===== src/rtl/tag_range_dma_if.sv =====
// Command and tag-memory signal bundle for tag_range_dma.
// slave is the engine side; master is the requester/memory side.
interface tag_range_dma_if #(
  parameter int LEN_W = 16
);
  logic             cmd_valid;
  logic             cmd_ready;
  logic             cmd_op;
  logic [31:0]      cmd_addr;
  logic [LEN_W-1:0] cmd_len;
  logic             cmd_tag;
  logic             busy;
  logic             done;
  logic             result_tainted;
  logic             tag_req;
  logic             tag_gnt;
  logic             tag_rvalid;
  logic [31:0]      tag_addr;
  logic             tag_we;
  logic [3:0]       tag_be;
  logic [3:0]       tag_wdata;
  logic [3:0]       tag_rdata;

  modport slave (
    input  cmd_valid, cmd_op, cmd_addr,
    input  cmd_len, cmd_tag,
    input  tag_gnt, tag_rvalid, tag_rdata,
    output cmd_ready, busy, done,
    output result_tainted,
    output tag_req, tag_addr, tag_we,
    output tag_be, tag_wdata
  );

  modport master (
    output cmd_valid, cmd_op, cmd_addr,
    output cmd_len, cmd_tag,
    output tag_gnt, tag_rvalid, tag_rdata,
    input  cmd_ready, busy, done,
    input  result_tainted,
    input  tag_req, tag_addr, tag_we,
    input  tag_be, tag_wdata
  );
endinterface


===== src/rtl/tag_range_dma.sv =====
// Tag range engine: FILL writes a tag bit over a byte range,
// CHECK ORs the tag bits of a range and stops at the first hit.
module tag_range_dma #(
  parameter int LEN_W = 16
) (
  input  logic          clk,
  input  logic          rst_n,
  tag_range_dma_if.slave io
);
  typedef enum logic [1:0] {
    IDLE, REQ, RESP, DONE
  } state_e;

  state_e         state_q, state_d;
  logic [31:0]    word_q, word_d;
  logic [1:0]     off_q, off_d;
  logic [LEN_W:0] rem_q, rem_d;
  logic           acc_q, acc_d;
  logic           op_q, op_d;
  logic           tag_q, tag_d;

  logic [2:0] avail;
  logic [2:0] nb;
  logic [3:0] mask;
  logic [3:0] be;
  logic       active;

  // bytes covered in the current word
  always_comb begin
    avail = 3'd4 - {1'b0, off_q};
    if (rem_q < (LEN_W+1)'(avail)) begin
      nb = rem_q[2:0];
    end else begin
      nb = avail;
    end
    mask = 4'hF >> (3'd4 - nb);
    be   = mask << off_q;
  end

  assign active            = (state_q == REQ) || (state_q == RESP);
  assign io.cmd_ready      = (state_q == IDLE);
  assign io.busy           = (state_q != IDLE);
  assign io.done           = (state_q == DONE);
  assign io.result_tainted = (state_q == DONE) && acc_q;
  assign io.tag_req        = (state_q == REQ);
  assign io.tag_addr       = active ? word_q : 32'd0;
  assign io.tag_be         = active ? be : 4'd0;
  assign io.tag_we         = active && !op_q;
  assign io.tag_wdata      = (active && !op_q) ? {4{tag_q}} : 4'd0;

  always_comb begin
    state_d = state_q;
    word_d  = word_q;
    off_d   = off_q;
    rem_d   = rem_q;
    acc_d   = acc_q;
    op_d    = op_q;
    tag_d   = tag_q;
    unique case (state_q)
      IDLE: begin
        if (io.cmd_valid) begin
          op_d   = io.cmd_op;
          tag_d  = io.cmd_tag;
          word_d = {io.cmd_addr[31:2], 2'b00};
          off_d  = io.cmd_addr[1:0];
          rem_d  = {1'b0, io.cmd_len};
          acc_d  = 1'b0;
          if (io.cmd_len == '0) begin
            state_d = DONE;
          end else begin
            state_d = REQ;
          end
        end
      end
      REQ: begin
        if (io.tag_gnt) begin
          state_d = RESP;
        end
      end
      RESP: begin
        if (io.tag_rvalid) begin
          rem_d  = rem_q - (LEN_W+1)'(nb);
          off_d  = 2'd0;
          word_d = word_q + 32'd4;
          if (op_q && |(io.tag_rdata & be)) begin
            acc_d = 1'b1;
          end
          if (rem_d == '0 || acc_d) begin
            state_d = DONE;
          end else begin
            state_d = REQ;
          end
        end
      end
      DONE: begin
        state_d = IDLE;
      end
      default: begin
        state_d = IDLE;
      end
    endcase
  end

  always_ff @(posedge clk or negedge rst_n) begin
    if (!rst_n) begin
      state_q <= IDLE;
      word_q  <= 32'd0;
      off_q   <= 2'd0;
      rem_q   <= '0;
      acc_q   <= 1'b0;
      op_q    <= 1'b0;
      tag_q   <= 1'b0;
    end else begin
      state_q <= state_d;
      word_q  <= word_d;
      off_q   <= off_d;
      rem_q   <= rem_d;
      acc_q   <= acc_d;
      op_q    <= op_d;
      tag_q   <= tag_d;
    end
  end
endmodule


===== src/flat_wrapper.sv =====
// flat-port wrapper written by rule: the top's interface ports become plain ports
module tag_range_dma_flat 
#(
  parameter int LEN_W = 16
)
  (clk, rst_n, io_cmd_valid, io_cmd_op, io_cmd_addr, io_cmd_len, io_cmd_tag, io_tag_gnt, io_tag_rvalid, io_tag_rdata, io_cmd_ready, io_busy, io_done, io_result_tainted, io_tag_req, io_tag_addr, io_tag_we, io_tag_be, io_tag_wdata);
  tag_range_dma_if #(.LEN_W(LEN_W)) io_i ();
  input  logic clk;
  input  logic rst_n;
  input wire logic [$bits(io_i.cmd_valid)-1:0] io_cmd_valid;
  input wire logic [$bits(io_i.cmd_op)-1:0] io_cmd_op;
  input wire logic [$bits(io_i.cmd_addr)-1:0] io_cmd_addr;
  input wire logic [$bits(io_i.cmd_len)-1:0] io_cmd_len;
  input wire logic [$bits(io_i.cmd_tag)-1:0] io_cmd_tag;
  input wire logic [$bits(io_i.tag_gnt)-1:0] io_tag_gnt;
  input wire logic [$bits(io_i.tag_rvalid)-1:0] io_tag_rvalid;
  input wire logic [$bits(io_i.tag_rdata)-1:0] io_tag_rdata;
  output wire logic [$bits(io_i.cmd_ready)-1:0] io_cmd_ready;
  output wire logic [$bits(io_i.busy)-1:0] io_busy;
  output wire logic [$bits(io_i.done)-1:0] io_done;
  output wire logic [$bits(io_i.result_tainted)-1:0] io_result_tainted;
  output wire logic [$bits(io_i.tag_req)-1:0] io_tag_req;
  output wire logic [$bits(io_i.tag_addr)-1:0] io_tag_addr;
  output wire logic [$bits(io_i.tag_we)-1:0] io_tag_we;
  output wire logic [$bits(io_i.tag_be)-1:0] io_tag_be;
  output wire logic [$bits(io_i.tag_wdata)-1:0] io_tag_wdata;
  assign io_i.cmd_valid = io_cmd_valid;
  assign io_i.cmd_op = io_cmd_op;
  assign io_i.cmd_addr = io_cmd_addr;
  assign io_i.cmd_len = io_cmd_len;
  assign io_i.cmd_tag = io_cmd_tag;
  assign io_i.tag_gnt = io_tag_gnt;
  assign io_i.tag_rvalid = io_tag_rvalid;
  assign io_i.tag_rdata = io_tag_rdata;
  assign io_cmd_ready = io_i.cmd_ready;
  assign io_busy = io_i.busy;
  assign io_done = io_i.done;
  assign io_result_tainted = io_i.result_tainted;
  assign io_tag_req = io_i.tag_req;
  assign io_tag_addr = io_i.tag_addr;
  assign io_tag_we = io_i.tag_we;
  assign io_tag_be = io_i.tag_be;
  assign io_tag_wdata = io_i.tag_wdata;
  tag_range_dma #(.LEN_W(LEN_W)) u_core (.clk(clk), .rst_n(rst_n), .io(io_i));
endmodule

===== config.mk =====
export PLATFORM = sky130hd
export DESIGN_NAME = tag_range_dma_flat
export DESIGN_NICKNAME = d
export VERILOG_FILES = /design/src/rtl/tag_range_dma_if.sv /design/src/rtl/tag_range_dma.sv /design/src/flat_wrapper.sv
export SDC_FILE = /design/constraint.sdc
export NUM_CORES = 1
export LEC_CHECK = 0
export CORE_MARGIN = 2
export CORE_UTILIZATION = 40
export CTS_CLUSTER_SIZE = 20
export DETAILED_ROUTE_END_ITERATION = 10
export PLACE_DENSITY = 0.78
export SLEW_MARGIN = 10
export SYNTH_ARGS = -nofsm -noshare
export SYNTH_HDL_FRONTEND = slang
export SYNTH_SLANG_ARGS = --single-unit

===== constraint.sdc =====
create_clock -name clk -period 11 [get_ports clk]
set_input_delay 3.3 -clock clk [delete_from_list [all_inputs] [get_ports clk]]
set_output_delay 3.3 -clock clk [all_outputs]
set_load 0.02 [all_outputs]

; Yosys cells after proc, flatten, opt, wreduce, memory -nomap -nowiden
; Index checks and enable logic that the tools add are counted.
; Widths: inputs -> output; s select.
[op_classes]
magnitude_cmp = 1
bitwise_logic = 1
n_div = 0
add_sub_neg = 4
n_mux = 25
n_reduce_logical = 15
eq_ne = 6
shift = 2
multipliers = 0
[ops]
columns = operator, count
row1 = $mux 32, 3
row2 = $pmux 32 s2, 1
row3 = $mux 17, 2
row4 = $pmux 17 s2, 1
row5 = $add 32x3->32 const B, 1
row6 = $logic_not 17->1, 1
row7 = $lt 17x3->1, 1
row8 = $sub 17x3->17, 1
row9 = $logic_not 16->1, 1
row10 = $mux 2, 7
row11 = $mux 4, 2
row12 = $pmux 2 s4, 1
row13 = $ne 2x2->1 const B, 3
row14 = $reduce_and 3->1, 2
row15 = $mux 1, 5
row16 = $and 4x4->4, 1
row17 = $eq 2x2->1 const B, 2
row18 = $pmux 2 s2, 1
row19 = $reduce_bool 2->1, 2
row20 = $reduce_or 4->1, 1
row21 = $shl 4x2->4, 1
row22 = $shr 4x3->4 const A, 1
row23 = $logic_and 1x1->1, 3
row24 = $mux 3, 1
row25 = 8 further kinds, 9
[totals]
mem_bits_rw = 0
latch_bits = 0
ff_bits = 56
mem_count = 0
mem_bits_ro = 0

; Logic depth before layout (Yosys ltp)
; Gate-level depths: netlist of the first run.
[logic_depth]
depth_word = 16
depth_mapped = 23
mapped_depth_nobuf = 19

; Worst setup path after synthesis of the first run
; OpenSTA, ideal clock, no wires.
[synth_path]
path_type = reg-to-output
from = reg u_core.off_q[0]
to = out io_tag_be[3]
t_arrival_ns = 3.644
setup_slack_ns = 4.056
t_required_ns = 7.700
stages_incl_launch_ff = 17
cell_sequence = dfrtp_1 clkbuf_1 inv_1 ha_1 clkbuf_1 inv_1 ha_1 o21ai_0 or2_2 clkbuf_1 nand3_1 mux2i_1 ha_1 inv_1 xnor2_1 nand2_1 a211oi_1
[synth_via]
elab_chain_len = 7
[synth_rtl]
columns = element, line_no
row1 = "start, declared", tag_range_dma.sv:16  ; logic [1:0] off_q, off_d;
row2 = "start signal, assigned", tag_range_dma.sv:108  ; off_q <= 2'd0;
row3 = "start signal, assigned", tag_range_dma.sv:116  ; off_q <= off_d;
row4 = $sub 3x2->3, tag_range_dma.sv:30  ; avail = 3'd4 - {1'b0, off_q};
row5 = $lt 17x3->1, tag_range_dma.sv:31  ; if (rem_q < (LEN_W+1)'(avail)) begin
row6 = $mux 3, tag_range_dma.sv:31
row7 = $sub 3x3->3, tag_range_dma.sv:36  ; mask = 4'hF >> (3'd4 - nb);
row8 = $shr 4x3->4, tag_range_dma.sv:36
row9 = $shl 4x2->4 (*), tag_range_dma.sv:37  ; be = mask << off_q;
row10 = $mux 4 (*), tag_range_dma.sv:47  ; assign io.tag_be = active ? be : 4'd0;
row11 = "end, declared", flat_wrapper.sv:25  ; output wire logic [$bits(io_i.tag_be)-1:0] io_tag_be;
; Mark *: on every way between the ends. The rest lies on a longest branch, timed or not.

; Worst setup path after layout of the first run
; Ends and elaborated chain as after synthesis.

==> key figures, run 1 <==
Synth
  • Syn_area_per_cell: roughly 7.8 µm²
  • EDFF count, synth: 0
  • Top cell type's share of synthesized area: 0.311
  • Count leader, synth: nand2_1
  • Number of synthesized register bits: 54
  • Synth cell types: 71
  • Synth Warn #: 0
  • Cell taking the most area after synthesis: dfrtp_1
  • Mapped cell area: 0.00435 mm²
  • Post-synth top flop: dfrtp_1
  • Synthesized netlist cell count: ~560
  • Synth cell count leaders: 70 x nand2_1, 56 x a21oi_1, 54 x dfrtp_1
  • Post-synthesis sequential area ratio: 0.311
  • FFs w/ async S/R, synth: 1.00
  • Synth top area cells: dfrtp_1 31%, a21oi_1 6.4%, nand2_1 6.0%

Setup path
  • FF-to-FF Start: u_core.off_q[0]
  • Crit path max fanout: 10
  • CP cell instances: inv_1, ha_1, inv_1, ha_1, nor4_2, nand3_1, mux2i_1, ha_1, inv_1, xnor2_1, nand2_1, a211oi_1, clkdlybuf4s50_1
  • Worst setup startpoint: u_core.off_q[0]
  • CP Buf/Inv Count: 4
  • Critical path startpoint category: flip-flop
  • CP delay by family, top: simple AND/OR/NAND/NOR gates
  • Crit. End Element: output pin
  • Required time of the critical path: 7.70 ns
  • Crit path depth: 13
  • Path depth of the worst reg2reg path: 15
  • CP arrival: 4.80 ns
  • Highest cell delay on the worst timing path: 0.65 ns
  • Slowest-stage cell, CP: nor4_2
  • CP Class: flip-flop to output pin

Global route
  • Total gr overflow: 0
  • Initial antenna violation count: 0
  • Tot GR Track Use: 0.234
  • Pin count of the biggest net entering global routing: between 80 and 90
  • Vias in the first global route: 4378
  • First-pass GRT wire length: 21800 µm

CTS
  • Hold-fix buffers at CTS: 0
  • CTS H-Tree Depth: 2
  • Clock Latency Late Sink: 0.33 ns
  • CTS tree: yes
  • Cts bufs inserted: 5
  • Post_cts resized: 0
  • CTS clk-pin slew, worst paths: 0.11 ns
  • Post-CTS setup buffer count: 0
  • Clock Tree Buf Depth: 2
  • CTS sink cnt: between 50 and 60
  • CTS Root Buffer Type: clkbuf_8

STA
  • Clock Skew: 0.00906 ns
  • Slew Limit Fails: 0
  • Time the worst path needs with I/O delays and setup: 8.10 ns
  • Setup-failing EPs final: 0
  • RSZ-0062 raised after global routing: false
  • Slew @ Worst Pin: ~1.1 ns
  • Worst hold margin: 0.528 ns
  • Final Cycle Share: 0.736
  • Peak Freq: 123 MHz
  • Slew HR: 0.233
  • Final hold violation count: 0
  • Final WS setup: around 2.9 ns
  • Final TNS setup: 0 ns

Floorplanning
  • Die Area: 0.0117 mm²
  • Rows: 38
  • Initial Utilization: 0.405
  • Core area: around 0.011 mm²
  • Io pins: 105
  • Die height: 108 µm
  • Die width: between 100 and 150 µm

Hold path
  • Hold Crit Start: u_core.tag_q
  • Hold WC Path Type: flip-flop to flip-flop
  • Hold Crit Depth: 1

Route
  • Vias/cell: a little under 6
  • First-pass detailed-route iteration total: 6
  • WL final: 13700 µm
  • DRC viols: 0
  • Post-route ant nets: 0
  • Initial detailed-routing violation count: 362
  • WL/cell: 17.7 µm
  • Via count: 4612

Pwr
  • Maximum VDD drop: 0.182 mV
  • Leak pwr: 2.12 nW
  • Tot Pwr: 1.81 mW
  • Power Density: 329 mW/mm²

Placement
  • Port Buffers: 102
  • Pre-CTS setup slack: 3.28 ns
  • Cell count after placement: 770
  • DP HPWL: 10100 µm
  • GP Congestion: 0.941
  • Cell Area, Placed: 0.00542 mm²

Finish
  • Fillers: a little over 1000
  • Layout cell share with drive strength beyond 1: 0.0597
  • Final core occ: 0.512
  • Antenna Diode Count: 0
  • Layout Area Growth over Synthesis: 26.5%
  • Fin cells: 777
  • Final non-filler cell area: 0.00551 mm²
  • Net count, final: between 700 and 800

Run status
  • Status: complete, no violations

Run
  • Total of max-cap violations: 0
-- path summary, 6_finish.rpt --
path	end	slack [ns]
min	u_core.tag_q	0.53
min reg2reg	u_core.tag_q	0.53
max in group asynchronous	u_core.rem_q[13]	7.41
max	io_tag_be[3]	2.90
min in group asynchronous	u_core.word_q[6]	3.10
max reg2reg	u_core.state_q[1]	5.46
-- where the power goes --
group          switching (mW)  internal [mW]
combinational           0.719          0.538
sequential              0.136          0.297
clock                  0.0740         0.0444
total                   0.929          0.880
-- flip-flops by register name (all words and copies together) (netlist names) --
signal / count
u_core.word_q: 30
u_core.rem_q: 17
u_core.off_q: 2
u_core.state_q: 2
u_core.acc_q: 1
u_core.op_q: 1
u_core.tag_q: 1
-- per-layer routing --
metal / vias up / track usage / wire length (µm)
li1: 2187 / - / -
met1: 2221 / 0.305 / 6120
met2: 171 / 0.390 / 6560
met3: 33 / 0.0307 / 631
met4: 0 / 0.0989 / 419
met5: - / 0 / 0
-- logic make-up (layout without fill, tap and decap cells) --
logic type,after synthesis,after routing,share of synthesized area
muxes,17,17,0.0397
DFF,54,54,0.311
AOI/OAI and AO/OA,176,176,0.260
adders and majority gates,15,15,0.0443
and+or+nand+nor,233,233,0.280
xor gates and xnor gates,4,4,0.00805
buffers and inverters,61,136,0.0572
other,1,2,0.000862
-- layout make-up --
cell class,count,area [µm²],area share
Clock buffer,5,68.8,0.0125
Clock inverter,2,13.8,0.00250
Inverter,22,82.6,0.0150
Timing Repair Buffer,107,1050,0.191
Multi-Input combinational cell,447,2760,0.501
Sequential cell,54,1350,0.245
Tap cell,140,175,0.0318
-- cell usage in the layout, fill, tap and decap left out, types with 2 or more instances in the layout --
cell,netlist,layout
a21oi_1,56,56
and2_1,35,35
a211oi_1,4,4
a31oi_1,9,9
or4_4,3,3
dfrtp_1,54,54
or4_1,5,5
o31ai_1,3,3
nand3_1,27,27
o2111ai_1,2,2
ha_1,13,12
clkbuf_8,0,5
nor3_1,15,15
or2_2,6,6
nand3b_1,2,2
nor4_1,3,3
inv_1,21,21
nor2_1,26,26
mux2_2,2,2
clkdlybuf4s50_1,0,101
a31o_2,3,3
nand2_1,70,69
o21ai_0,35,35
and3_1,6,6
or3_1,3,3
conb_1,1,2
a221oi_1,3,3
nand4_1,9,9
and4_1,4,4
nor2b_1,9,9
o22ai_1,19,19
nand2b_1,5,5
o32ai_1,2,2
a32oi_1,7,7
xnor2_1,3,3
mux2i_1,15,15
o21a_1,5,5
buf_4,5,5
o211ai_1,5,5
a22oi_1,2,2
(Power assumes the default switching activity.)
==> run 2: changes to the inputs <==
Settings changed: PLACE_DENSITY 0.78 to 0.8.
Clock period 11 ns to 7 ns, I/O delays scaled along.
==> run 2 against run 1 <==
Net effect:
- die area is the same
- combinational power grew 57%
- worst setup slack lost 2.5 ns
- non-clock buffer count grew 1
- final area grew 0.50%
- critical path depth grew 1
==> key figures, run 2 (synthesis results as in run 1) <==
CTS
  • CTS H-Tree Depth: 2 (unchanged)
  • CTS tree: yes (unchanged)
  • Hold-fix buffers at CTS: 0 (unchanged)
  • Cts bufs inserted: 5 (unchanged)
  • CTS sink cnt: 54 (unchanged)
  • CTS Root Buffer Type: clkbuf_8 (unchanged)
  • Clock Latency Late Sink: 0.33 ns (about the same)
  • CTS clk-pin slew, worst paths: 0.11 ns (about the same)
  • Clock Tree Buf Depth: 2 (unchanged)

STA
  • Final TNS setup: 0 ns (unchanged)
  • Setup-failing EPs final: 0 (unchanged)
  • Clock Skew: 0.0227 ns (was 0.00906 ns)
  • Final hold violation count: 0 (unchanged)
  • Slew HR: 0.239 (was 0.233)
  • Time the worst path needs with I/O delays and setup: roughly 6.6 ns
  • RSZ-0062 raised after global routing: false (unchanged)
  • Final Cycle Share: 0.941
  • Slew Limit Fails: 0 (unchanged)
  • Slew @ Worst Pin: 1.14 ns (was 1.15 ns)
  • Peak Freq: 152 MHz

Route
  • First-pass detailed-route iteration total: 5 (was 6)
  • WL final: 13700 µm (about the same)
  • DRC viols: 0 (unchanged)
  • Vias/cell: 5.96 (was 5.94)
  • Via count: 4643 (was 4612)
  • Post-route ant nets: 0 (unchanged)
  • Initial detailed-routing violation count: 400 (was 362)
  • WL/cell: 17.5 µm (was 17.7 µm)

Global route
  • Tot GR Track Use: 0.229 (was 0.234)
  • Initial antenna violation count: 0 (unchanged)
  • Vias in the first global route: 4333 (was 4378)
  • First-pass GRT wire length: 21700 µm (was 21800 µm)
  • Pin count of the biggest net entering global routing: 66 (was 81)
  • Most Crowded Layer GR: met2 (unchanged)
  • GR Util met1: 0.308 (was 0.305)
  • Met3 usage: 0.0356 (was 0.0307)
  • Total gr overflow: 0 (unchanged)
  • M2 GR Usage: 0.376 (was 0.390)

Setup path
  • Worst setup startpoint: u_core.off_q[0] (unchanged)
  • Crit. End Element: output pin (unchanged)
  • R2R setup slack: 1.80 ns (was 5.46 ns)
  • CP arrival: 4.48 ns (was 4.80 ns)
  • Critical path startpoint category: flip-flop (unchanged)
  • CP Class: flip-flop to output pin (unchanged)
  • FF-to-FF Start: u_core.off_q[0] (unchanged)
  • Worst setup endpoint: io_tag_be[3] (unchanged)
  • RR Endpoint: u_core.state_q[1] (unchanged)
  • Path depth of the worst reg2reg path: 18 (was 15)
  • Crit path max fanout: 10 (unchanged)
  • Required time of the critical path: 4.90 ns (was 7.70 ns)

Finish
  • Top Registers: u_core.word_q x30, u_core.rem_q x17 (unchanged)
  • Fin cells: 779 (was 777)
  • Register area: 0.00135 mm² (unchanged)
  • Net count, final: 711 (was 710)
  • Area occupied by multi-input gates: 0.00276 mm² (about the same)
  • Final non-filler cell area: 0.00553 mm² (was 0.00551 mm²)
  • Layout Area Growth over Synthesis: 27.1% (was 26.5%)
  • Top reg by flops: u_core.word_q (unchanged)
  • Max FFs per register: 30 (unchanged)
  • Layout cell share with drive strength beyond 1: 0.0642 (was 0.0597)
  • Most frequent cells in the layout: 101 x clkdlybuf4s50_1, 69 x nand2_1, 56 x a21oi_1 (unchanged)
  • Final core occ: 0.515 (was 0.512)
  • Fillers: 1016 (was 1032)
  • Commonest non-fill, non-tap cell in the layout: clkdlybuf4s50_1 (unchanged)
  • Antenna Diode Count: 0 (unchanged)

Pwr
  • Power Density: 516 mW/mm² (was 329 mW/mm²)
  • Leak pwr: 2.12 nW (about the same)
  • Tot Pwr: 2.86 mW (was 1.81 mW)
  • Maximum VDD drop: 0.227 mV (was 0.182 mV)

Floorplanning
  • Rows: 38 (unchanged)
  • Io pins: 105 (unchanged)
  • Die Area: 0.0117 mm² (unchanged)
  • Core area: 0.0107 mm² (unchanged)
  • Die width: 108 µm (unchanged)
  • Die height: 108 µm (unchanged)
  • Initial Utilization: 0.405 (unchanged)

Run status
  • Status: complete, no violations (unchanged)

Placement
  • Port Buffers: 102 (unchanged)
  • DP HPWL: 9940 µm (was 10100 µm)
  • Cell count after placement: 771 (was 770)
  • GP Congestion: 0.905 (was 0.941)
  • Cell Area, Placed: 0.00543 mm² (was 0.00542 mm²)

Run
  • Total of max-cap violations: 0 (unchanged)

Hold path
  • Hold WC Path Type: flip-flop to flip-flop (unchanged)
[run 2: cell count changes in the layout (fill, tap and decap cells not counted)]
| cell | before | now |
|---|---|---|
| clkinv_2 | 1 | 0 |
| clkbuf_8 | 5 | 6 |
| mux2i_2 | 0 | 1 |
| mux2i_1 | 15 | 14 |
| buf_4 | 5 | 6 |
| clkinvlp_4 | 0 | 1 |
[run 2: metrics by stage]
step / setup slack, ns / hold WS, ns
global route: 0.109 / 0.545
CTS: 0.322 / 0.513
detailed placement: 0.679 / 0.489
floorplan: 1.26 / 0.465
global placement: 0.832 / 0.482
finish: 0.415 / 0.515
[run 2: layout make-up]
type,count,area share
Clock buffer,6,0.0149
Multi-Input combinational cell,447,0.500
Timing Repair Buffer,108,0.192
Clock inverter,2,0.00294
Tap cell,140,0.0317
Sequential cell,54,0.244
Inverter,22,0.0149
[run 2: report_power, final]
| group | switching, mW | total (mW) | internal (mW) |
|---|---|---|---|
| Clock | 0.117 | 0.199 | 0.0819 |
| Sequential | 0.216 | 0.683 | 0.467 |
| Combinational | 1.13 | 1.98 | 0.849 |
| Total | 1.46 | 2.86 | 1.40 |
[run 2: routing by layer]
metal  vias up  share of wire  routed length, µm
li1       2193              -                  -
met3        35          0.066                901
met5         -              0                  0
met4         0          0.024                330
met1      2208           0.44               5960
met2       207           0.47               6460
[run 2: what timing repair did]
item                                    in CTS  in global routing
endpoints found under the setup margin       0                  2
setup buffers                                0                  0
resized for setup                            0                  1
[run 2: how the worst min path moves through the flow]
stage,end,start,cells past startpoint
6_report,u_core.tag_q,u_core.tag_q,1
5_1_grt,u_core.tag_q,u_core.tag_q,1
4_1_cts,u_core.tag_q,u_core.tag_q,1
3_5_place_dp,u_core.tag_q,u_core.tag_q,1
3_3_place_gp,u_core.tag_q,u_core.tag_q,1
2_1_floorplan,u_core.acc_q,u_core.acc_q,2
[run 2: critical path, stage by stage, from the launching register on]
cell	delay (ns)
dfrtp_1	0.50
inv_1	0.16
ha_1	0.39
inv_1	0.20
ha_1	0.36
o21ai_0	0.13
or2_2	0.36
nand3_1	0.20
mux2i_2	0.41
ha_1	0.23
inv_1	0.07
xnor2_1	0.14
nand2_1	0.13
a211oi_1	0.24
clkdlybuf4s50_1	0.64
==> run 3: changes to the inputs <==
Settings changed: CORE_ASPECT_RATIO from default to 1.25.
==> run 3 against run 2 <==
Net effect:
- combinational power hardly changed
- clock skew decreased by 0.014 ns
- largest cell class unchanged
- die area barely moved
- largest power group unchanged
- non-clock buffer count grew 1
==> key figures, run 3 (synthesis results as in run 1) <==
Global route
  • Pin count of the biggest net entering global routing: 82 (was 66)
  • Initial antenna violation count: 0 (unchanged)
  • Total gr overflow: 0 (unchanged)
  • Tot GR Track Use: 0.222 (was 0.229)
  • Vias in the first global route: 4392 (was 4333)
  • First-pass GRT wire length: 21500 µm (was 21700 µm)

Placement
  • DP HPWL: 9820 µm (was 9940 µm)
  • GP Congestion: 0.921 (was 0.905)
  • Pre-CTS setup slack: 0.725 ns (was 0.679 ns)
  • Port Buffers: 102 (unchanged)

Route
  • Vias/cell: 5.89 (was 5.96)
  • Post-route ant nets: 0 (unchanged)
  • DRC viols: 0 (unchanged)
  • Initial detailed-routing violation count: 397 (was 400)
  • First-pass detailed-route iteration total: 5 (unchanged)
  • WL/cell: 17.5 µm (about the same)
  • Via count: 4539 (was 4643)
  • WL final: 13500 µm (was 13700 µm)

Floorplanning
  • Io pins: 105 (unchanged)
  • Die Area: 0.0117 mm² (about the same)
  • Initial Utilization: 0.410 (was 0.405)
  • Core area: 0.0106 mm² (was 0.0107 mm²)
  • Die width: 97.3 µm (was 108 µm)
  • Die height: 121 µm (was 108 µm)
  • Rows: 42 (was 38)

CTS
  • CTS tree: yes (unchanged)
  • CTS H-Tree Depth: 2 (unchanged)
  • CTS sink cnt: 54 (unchanged)
  • CTS clk-pin slew, worst paths: 0.06 ns (was 0.11 ns)
  • Post-CTS setup buffer count: 0 (unchanged)
  • Cts bufs inserted: 5 (unchanged)
  • Hold-fix buffers at CTS: 0 (unchanged)
  • CTS Root Buffer Type: clkbuf_16 (was clkbuf_8)
  • Clock Latency Late Sink: 0.30 ns (was 0.33 ns)
  • Post_cts resized: 0 (unchanged)
  • Clock Tree Buf Depth: 2 (unchanged)

Pwr
  • Clk network pwr share: 0.084 (was 0.069)
  • Tot Pwr: 2.90 mW (was 2.86 mW)
  • Reg power frac: 0.233 (was 0.239)
  • Gate power share: 0.683 (was 0.691)
  • Power Density: 522 mW/mm² (was 516 mW/mm²)
  • Power Internal: 1.45 mW (was 1.40 mW)
  • NetSw: 1.45 mW (was 1.46 mW)
  • Leak pwr: 2.15 nW (was 2.12 nW)
  • Sw Ratio: 0.500 (was 0.511)
  • Maximum VDD drop: 0.246 mV (was 0.227 mV)

STA
  • Setup-failing EPs final: 0 (unchanged)
  • Clock Skew: 0.00880 ns (was 0.0227 ns)
  • Slew HR: 0.227 (was 0.239)
  • Final TNS setup: 0 ns (unchanged)
  • Worst hold margin: 0.506 ns (was 0.515 ns)
  • Slew @ Worst Pin: 1.16 ns (was 1.14 ns)
  • Final WS setup: 0.404 ns (was 0.415 ns)
  • Final hold violation count: 0 (unchanged)
  • Final Cycle Share: 0.942 (was 0.941)
  • Slew Limit Fails: 0 (unchanged)
  • RSZ-0062 raised after global routing: false (unchanged)
  • Peak Freq: 152 MHz (about the same)
  • Time the worst path needs with I/O delays and setup: 6.60 ns (was 6.58 ns)

Finish
  • Top Registers: u_core.word_q x30, u_core.rem_q x17 (unchanged)
  • Top reg by flops: u_core.word_q (unchanged)
  • Commonest non-fill, non-tap cell in the layout: clkdlybuf4s50_1 (unchanged)
  • Max FFs per register: 30 (unchanged)
  • Antenna Diode Count: 0 (unchanged)
  • Layout cell share with drive strength beyond 1: 0.0595 (was 0.0642)
  • Most frequent cells in the layout: 101 x clkdlybuf4s50_1, 69 x nand2_1, 56 x a21oi_1 (unchanged)
  • Net count, final: 712 (was 711)
  • Layout Area Growth over Synthesis: 27.8% (was 27.1%)

Setup path
  • Required time of the critical path: 4.90 ns (about the same)
  • Critical path startpoint category: flip-flop (unchanged)
  • CP Class: flip-flop to output pin (unchanged)
  • Crit. End Element: output pin (unchanged)
  • CP arrival: 4.50 ns (was 4.48 ns)
  • Crit path max fanout: 10 (unchanged)

Run status
  • Status: complete, no violations (unchanged)

Run
  • Total of max-cap violations: 0 (unchanged)

Hold path
  • Hold WC Path Type: flip-flop to flip-flop (unchanged)
-- run 3: cell types whose count changed in the layout (fill, tap and decap cells not counted) --
cell / before / now
buf_4: 6 / 7
clkbuf_1: 0 / 2
clkbuf_16: 0 / 5
clkbuf_8: 6 / 0
clkinvlp_4: 1 / 0
inv_6: 1 / 0
mux2i_1: 14 / 15
mux2i_2: 1 / 0
-- run 3: path summary, 6_finish.rpt --
path	startpoint	end	slack, ns	depth (start not counted)
max in group asynchronous	rst_n	u_core.rem_q[4]	4.57	2
max reg2reg	u_core.off_q[0]	u_core.state_q[1]	1.81	16
min in group asynchronous	rst_n	u_core.word_q[14]	1.95	2
min	u_core.tag_q	u_core.tag_q	0.51	1
max	u_core.off_q[0]	io_tag_be[3]	0.40	14
min reg2reg	u_core.tag_q	u_core.tag_q	0.51	1
-- run 3: area by class of cell --
cell class / count / area (µm²)
fill: 1025 / 5050
timing repair buffer: 109 / 1070
clock buffer: 7 / 133
sequential: 54 / 1350
inverter: 22 / 82.6
multi-input combinational: 447 / 2760
tap: 132 / 165
-- run 3: per-layer routing --
layer,up-vias,wire length [µm],track usage
met1,2175,5720,0.276
met3,16,548,0.0243
met2,146,7070,0.409
li1,2202,-,-
met4,0,154,0.0616
met5,-,0,0
-- run 3: through the flow --
| stage | cells | util | instance area [µm²] |
|---|---|---|---|
| final | 771 | 0.524 | 5560 |
| after global routing | 771 | 0.524 | 5560 |
| after CTS | 771 | 0.524 | 5560 |
| after detailed placement | 764 | 0.511 | 5430 |
| after global placement | 764 | 0.511 | 5430 |
| after floorplan | 562 | - | 4360 |
-- run 3: worst max-delay path, cell delays in order, from the launching register on --
cell and delay [ns]:
dfrtp_1 0.48, inv_1 0.18, ha_1 0.39, inv_1 0.20, ha_1 0.36, o21ai_0 0.13, or2_2 0.35, nand3_1 0.18
mux2i_1 0.50, ha_1 0.25, inv_1 0.06, xnor2_1 0.14, nand2_1 0.11, a211oi_1 0.22, clkdlybuf4s50_1 0.63
-- run 3: power by group through the flow --
stage / logic [mW] / clock network (mW) / registers [mW]
floorplan: 1.36 / 0 / 0.596
global placement: 1.95 / 0 / 0.667
detailed placement: 1.98 / 0 / 0.674
CTS: 1.99 / 0.250 / 0.670
global route: 2.16 / 0.259 / 0.705
finish: 1.98 / 0.243 / 0.677
